`src/rtl/zx_video_pkg.sv`:
```
// Shared types and helpers for the ZX81 video output stage.
package zx_video_pkg;

   localparam int LINE_CNT_W = 10;

   // odd marks a pixel that should be dimmed: scanlines enabled and an odd line
   typedef struct packed {
      logic pix;
      logic hs;
      logic vs;
      logic de;
      logic odd;
   } pix_tuple_t;

   function automatic logic [15:0] dim_half(input logic [15:0] c);
      return c >> 1;
   endfunction

endpackage

```
`src/rtl/zx_video_delay.sv`:
```
// Enable-gated shift register; DEPTH enables from din to dout, holds while en is low.
module zx_video_delay #(
   parameter int WIDTH = 5,
   parameter int DEPTH = 2
) (
   input  logic             clk_sys,
   input  logic             reset,
   input  logic             en,
   input  logic [WIDTH-1:0] din,
   output logic [WIDTH-1:0] dout
);

   logic [DEPTH-1:0][WIDTH-1:0] stage_q;
   logic [DEPTH-1:0][WIDTH-1:0] stage_d;

   always_comb begin
      stage_d = stage_q;
      if (en) begin
         stage_d[0] = din;
         for (int i = 1; i < DEPTH; i++) begin
            stage_d[i] = stage_q[i-1];
         end
      end
   end

   always_ff @(posedge clk_sys) begin
      if (reset) begin
         stage_q <= '0;
      end else begin
         stage_q <= stage_d;
      end
   end

   assign dout = stage_q[DEPTH-1];

endmodule

```
`src/rtl/zx_video_out.sv`:
```
// ZX81 1-bit video to N-bit RGB with sync polarity; PIPE_STAGES pixel enables of latency.
// Optional odd-line dimming is built only when ZX_VIDEO_SCANLINES_EN is defined.
module zx_video_out
   import zx_video_pkg::*;
#(
   parameter int                        COLOR_BITS     = 4,
   parameter int                        PIPE_STAGES    = 2,
   parameter logic [3*COLOR_BITS-1:0]   FG_COLOR       = '1,
   parameter logic [3*COLOR_BITS-1:0]   BG_COLOR       = '0,
   parameter bit                        HS_ACTIVE_HIGH = 1'b0,
   parameter bit                        VS_ACTIVE_HIGH = 1'b0
) (
   input  logic                  clk_sys,
   input  logic                  reset,
   input  logic                  ce_pix,
   input  logic                  video,
   input  logic                  hsync_in,
   input  logic                  vsync_in,
   input  logic                  vde_in,
   input  logic                  invert,
   input  logic                  scanlines,
   output logic [COLOR_BITS-1:0] red,
   output logic [COLOR_BITS-1:0] green,
   output logic [COLOR_BITS-1:0] blue,
   output logic                  hsync,
   output logic                  vsync,
   output logic                  vde
);

   localparam int RGB_W = 3 * COLOR_BITS;

   pix_tuple_t tuple_in;
   pix_tuple_t tuple_out;
   logic       odd_line;

`ifdef ZX_VIDEO_SCANLINES_EN
   logic [LINE_CNT_W-1:0] line_q, line_d;
   logic                  hs_prev_q, hs_prev_d;
   logic                  vs_prev_q, vs_prev_d;

   // Vsync clear takes priority over an hsync increment on the same enable
   always_comb begin
      line_d    = line_q;
      hs_prev_d = hs_prev_q;
      vs_prev_d = vs_prev_q;
      if (ce_pix) begin
         hs_prev_d = hsync_in;
         vs_prev_d = vsync_in;
         if (vsync_in && !vs_prev_q) begin
            line_d = '0;
         end else if (hsync_in && !hs_prev_q && (line_q != {LINE_CNT_W{1'b1}})) begin
            line_d = line_q + 1'b1;
         end
      end
   end

   always_ff @(posedge clk_sys) begin
      if (reset) begin
         line_q    <= '0;
         hs_prev_q <= 1'b0;
         vs_prev_q <= 1'b0;
      end else begin
         line_q    <= line_d;
         hs_prev_q <= hs_prev_d;
         vs_prev_q <= vs_prev_d;
      end
   end

   assign odd_line = scanlines & line_d[0];
`else
   logic unused_scan;
   assign odd_line    = 1'b0;
   assign unused_scan = ^{scanlines, tuple_out.odd};
`endif

   always_comb begin
      tuple_in     = '0;
      tuple_in.pix = video ^ invert;
      tuple_in.hs  = hsync_in;
      tuple_in.vs  = vsync_in;
      tuple_in.de  = vde_in;
      tuple_in.odd = odd_line;
   end

   zx_video_delay #(
      .WIDTH ($bits(pix_tuple_t)),
      .DEPTH (PIPE_STAGES)
   ) u_delay (
      .clk_sys (clk_sys),
      .reset   (reset),
      .en      (ce_pix),
      .din     (tuple_in),
      .dout    (tuple_out)
   );

   // Decode straight from the last pipeline flop so every output shares one latency
   logic [RGB_W-1:0] rgb_sel;

   always_comb begin
      rgb_sel = '0;
      if (tuple_out.de) begin
         rgb_sel = tuple_out.pix ? FG_COLOR : BG_COLOR;
      end
      red   = rgb_sel[RGB_W-1 -: COLOR_BITS];
      green = rgb_sel[2*COLOR_BITS-1 -: COLOR_BITS];
      blue  = rgb_sel[COLOR_BITS-1:0];
`ifdef ZX_VIDEO_SCANLINES_EN
      if (tuple_out.odd) begin
         red   = COLOR_BITS'(dim_half(16'(red)));
         green = COLOR_BITS'(dim_half(16'(green)));
         blue  = COLOR_BITS'(dim_half(16'(blue)));
      end
`endif
   end

   assign hsync = tuple_out.hs ^ !HS_ACTIVE_HIGH;
   assign vsync = tuple_out.vs ^ !VS_ACTIVE_HIGH;
   assign vde   = tuple_out.de;

endmodule

```
`config.mk`:
```
export PLATFORM = sky130hd
export DESIGN_NAME = zx_video_out
export DESIGN_NICKNAME = d
export VERILOG_FILES = /design/src/rtl/zx_video_pkg.sv /design/src/rtl/zx_video_delay.sv /design/src/rtl/zx_video_out.sv
export SDC_FILE = /design/constraint.sdc
export NUM_CORES = 1
export LEC_CHECK = 0
export CAP_MARGIN = 10
export CORE_AREA = 2 2 39 41
export DETAILED_ROUTE_END_ITERATION = 6
export DIE_AREA = 0 0 41 43
export GPL_TIMING_DRIVEN = 0
export PLACE_DENSITY = 0.65
export SKIP_CTS_REPAIR_TIMING = 1
export SLEW_MARGIN = 20
export SYNTH_ARGS = -nofsm -noshare
export SYNTH_HDL_FRONTEND = slang
export SYNTH_SLANG_ARGS = --single-unit
```
`constraint.sdc`:
```
create_clock -name clk_sys -period 1.48 [get_ports clk_sys]
set_input_delay 0.296 -clock clk_sys [delete_from_list [all_inputs] [get_ports clk_sys]]
set_output_delay 0.296 -clock clk_sys [all_outputs]
set_load 0.02 [all_outputs]
```
==> run summary <==
Die W - 41 um
Synth unique cells - 11
Synth-to-Final Area Change - 51.3%
Fin crit share - 0.922
Slowest stage delay, CP - 0.34 ns
Placer Congestion - 0.611
Clk pin slew, worst setup/hold paths - 0.05 ns
Xor/xnor share of the synthesized area - 0.0222
Final Hold Viols - 0
Rows - 14
Compound-Gate Fraction of Synth Area - 0.0316
Sequential-to-total area share from yosys stat - 0.405
Clk_skew - 0.000268 ns
Nets - 75
Antenna violations before repair - 0
Gr usage total - 0.0896
CTS buffer count - 3
Relative slew slack - 0.765
Power Density - 761 mW/mm^2
Final setup vio count - 0
Synthesis Warnings - 0
TritonCTS clock tree - done
Clock Root Buffer - clkbuf_4
Post-DP HPWL - 492 um
Outcome - complete, no violations
Avg Cell Area, Syn - 9.64 um^2
Global route overflow - 0
Routed length per instance - 8.15 um
Number of port buffers - 20
Fraction of the mapped netlist area in adder cells - 0
Fin cells - 80
Crit path arrival time - 1.07 ns
Count leader, synth - buf_4
Largest family of logic cells by synthesized area - buffers and inverters
Crit. End Element - primary output
#FFs+latches synth - 8
Vias - 301
Peak VDD IR - 0.000356 V
Largest net degree at the start of global routing - 13
Syn Std Cell Area - 395 um^2
Clk sink count - 8
Clock latency on the worst-skew pair - 0.24 ns
Achievable Freq - 733 MHz
Share of layout cells above drive strength 1 - 0.453
First-pass GRT wire length - 1.03 mm
Pins Over Slew Limit - 0
Synth area leaders - dfxtp_1 41%, buf_4 21%, mux2i_1 18%
Synth area leader - dfxtp_1
Die area - 0.00176 mm^2
Worst Hold Class - in2reg
DRT iter0 DRCs - 5
TritonRoute pass-1 iters - 3
Critical path type - reg2out
Routed vias/inst - 3.76
Mux share of post-synthesis cell area - 0.177
Crit path required time - 1.18 ns
Clock Tree Buf Depth - 2
LEAKAGE - 0.336 nW
Fillcell total - 157
Simple-gate portion of the synthesized area - 0.0981
Number of diodes - 0
Synth top area share - 0.405
RSZ-0062 raised after global routing - no
Startpoint Class - flip-flop
Worst-path maximum fanout - 12
Worst Tran Pin Value - 0.352 ns
Max-capacitance violation count - 0
DRC Markers - 0
Final Cell Area - 598 um^2
Fraction of registers with async set/reset - 0
Commonest register cell after synthesis - dfxtp_1
CP cell instances - and2_4, buf_4, clkbuf_2
Post-synth EDFFs - 0
Placed Area - 616 um^2
H-tree depth - 1
Hold Slack - 0.301 ns
Synth cell count leaders - 11 x buf_4, 8 x dfxtp_1, 7 x mux2i_1, 7 x nor2_1, 2 x inv_1
Post-route ant nets - 0
DIE HEIGHT - 43 um
Vias in the first global route - 268
Initial Util - 0.286
CORE AREA - 0.00138 mm^2
Post-synth net total - 50
I/O pins - 24
Post-Syn Instances - 41
Post-Place Cells - 77
Tmin final - 1.36 ns
Routed wire length - 652 um
CP max-delay cell - dfxtp_1
==> layer usage <==
| metal | wire [um] | share of wire | up-vias | global-route usage |
|---|---|---|---|---|
| met5 | 0 | 0 | - | 0 |
| met4 | 0 | 0 | 0 | 0.0800 |
| met3 | 87 | 0.13 | 0 | 0.0314 |
| met2 | 285 | 0.44 | 19 | 0.131 |
| met1 | 279 | 0.43 | 118 | 0.0942 |
| li1 | - | - | 164 | - |
==> critical path, delay by kind of cell (launching register included) <==
family	cells	cell delay [ns]
buffers and inverters	2	0.28
DFF	1	0.34
and+or+nand+nor	1	0.21
==> cells in the final DEF, fill, tap and decap left out <==
cell             count
nor2_2               1
clkbuf_4             3
buf_6                1
clkbuf_1             1
nor2_1               7
clkdlybuf4s50_1      5
xnor2_1              1
mux2i_1              7
and2_4               1
a211oi_2             1
dfxtp_1              8
dlymetal6s2s_1       4
buf_4               12
inv_1                2
clkbuf_2            10
==> per-stage QoR <==
step           utilization  worst slack (ns)  TNS, ns  power [mW]
5_1_grt              0.432            0.0391        0       0.486
4_1_cts              0.461            -0.543    -6.41       0.468
3_3_place_gp         0.445            -0.254    -2.89       0.301
2_1_floorplan            -            0.0770        0       0.275
6_report             0.432             0.116        0       0.455
3_5_place_dp         0.445            -0.269    -3.05       0.302
==> power breakdown <==
part	switching, mW	internal, mW
Clock	0.0678	0.0924
Sequential	0.00564	0.227
Combinational	0.0264	0.0360
==> worst paths after layout <==
check	cells after the start	slack, ns	from	endpoint
setup / recovery	3	0.12	u_delay.dout[1]	blue[3]
hold reg to reg	2	0.49	u_delay.dout[4]	u_delay.dout[4]
setup reg to reg	2	0.85	u_delay.stage_q[4]	u_delay.stage_q[4]
hold / removal	2	0.30	ce_pix	u_delay.stage_q[4]
==> area by class of cell <==
class                      count  area [um^2]  share of cell area
tap                           16         20.0              0.0335
sequential                     8          160               0.268
clock buffer                   3         22.5              0.0377
multi-input combinational     18          133               0.222
buffer                        13         97.6               0.163
inverter                       2         7.51              0.0126
timing repair buffer          20          158               0.264
==> state kept, by name (all words and copies together), names as in the netlist <==
| register | cells |
|---|---|
| u_delay.dout | 4 |
| u_delay.stage_q | 4 |
==> cell families (layout without fill, tap and decap cells) <==
kind of cell              after synthesis  in the layout
and+or+nand+nor                         9              9
DFF                                     8              8
buffers and inverters                  15             38
AOI/OAI and AO/OA                       1              1
muxes                                   7              7
xor gates and xnor gates                1              1
Power figures use the tool's default switching activity.
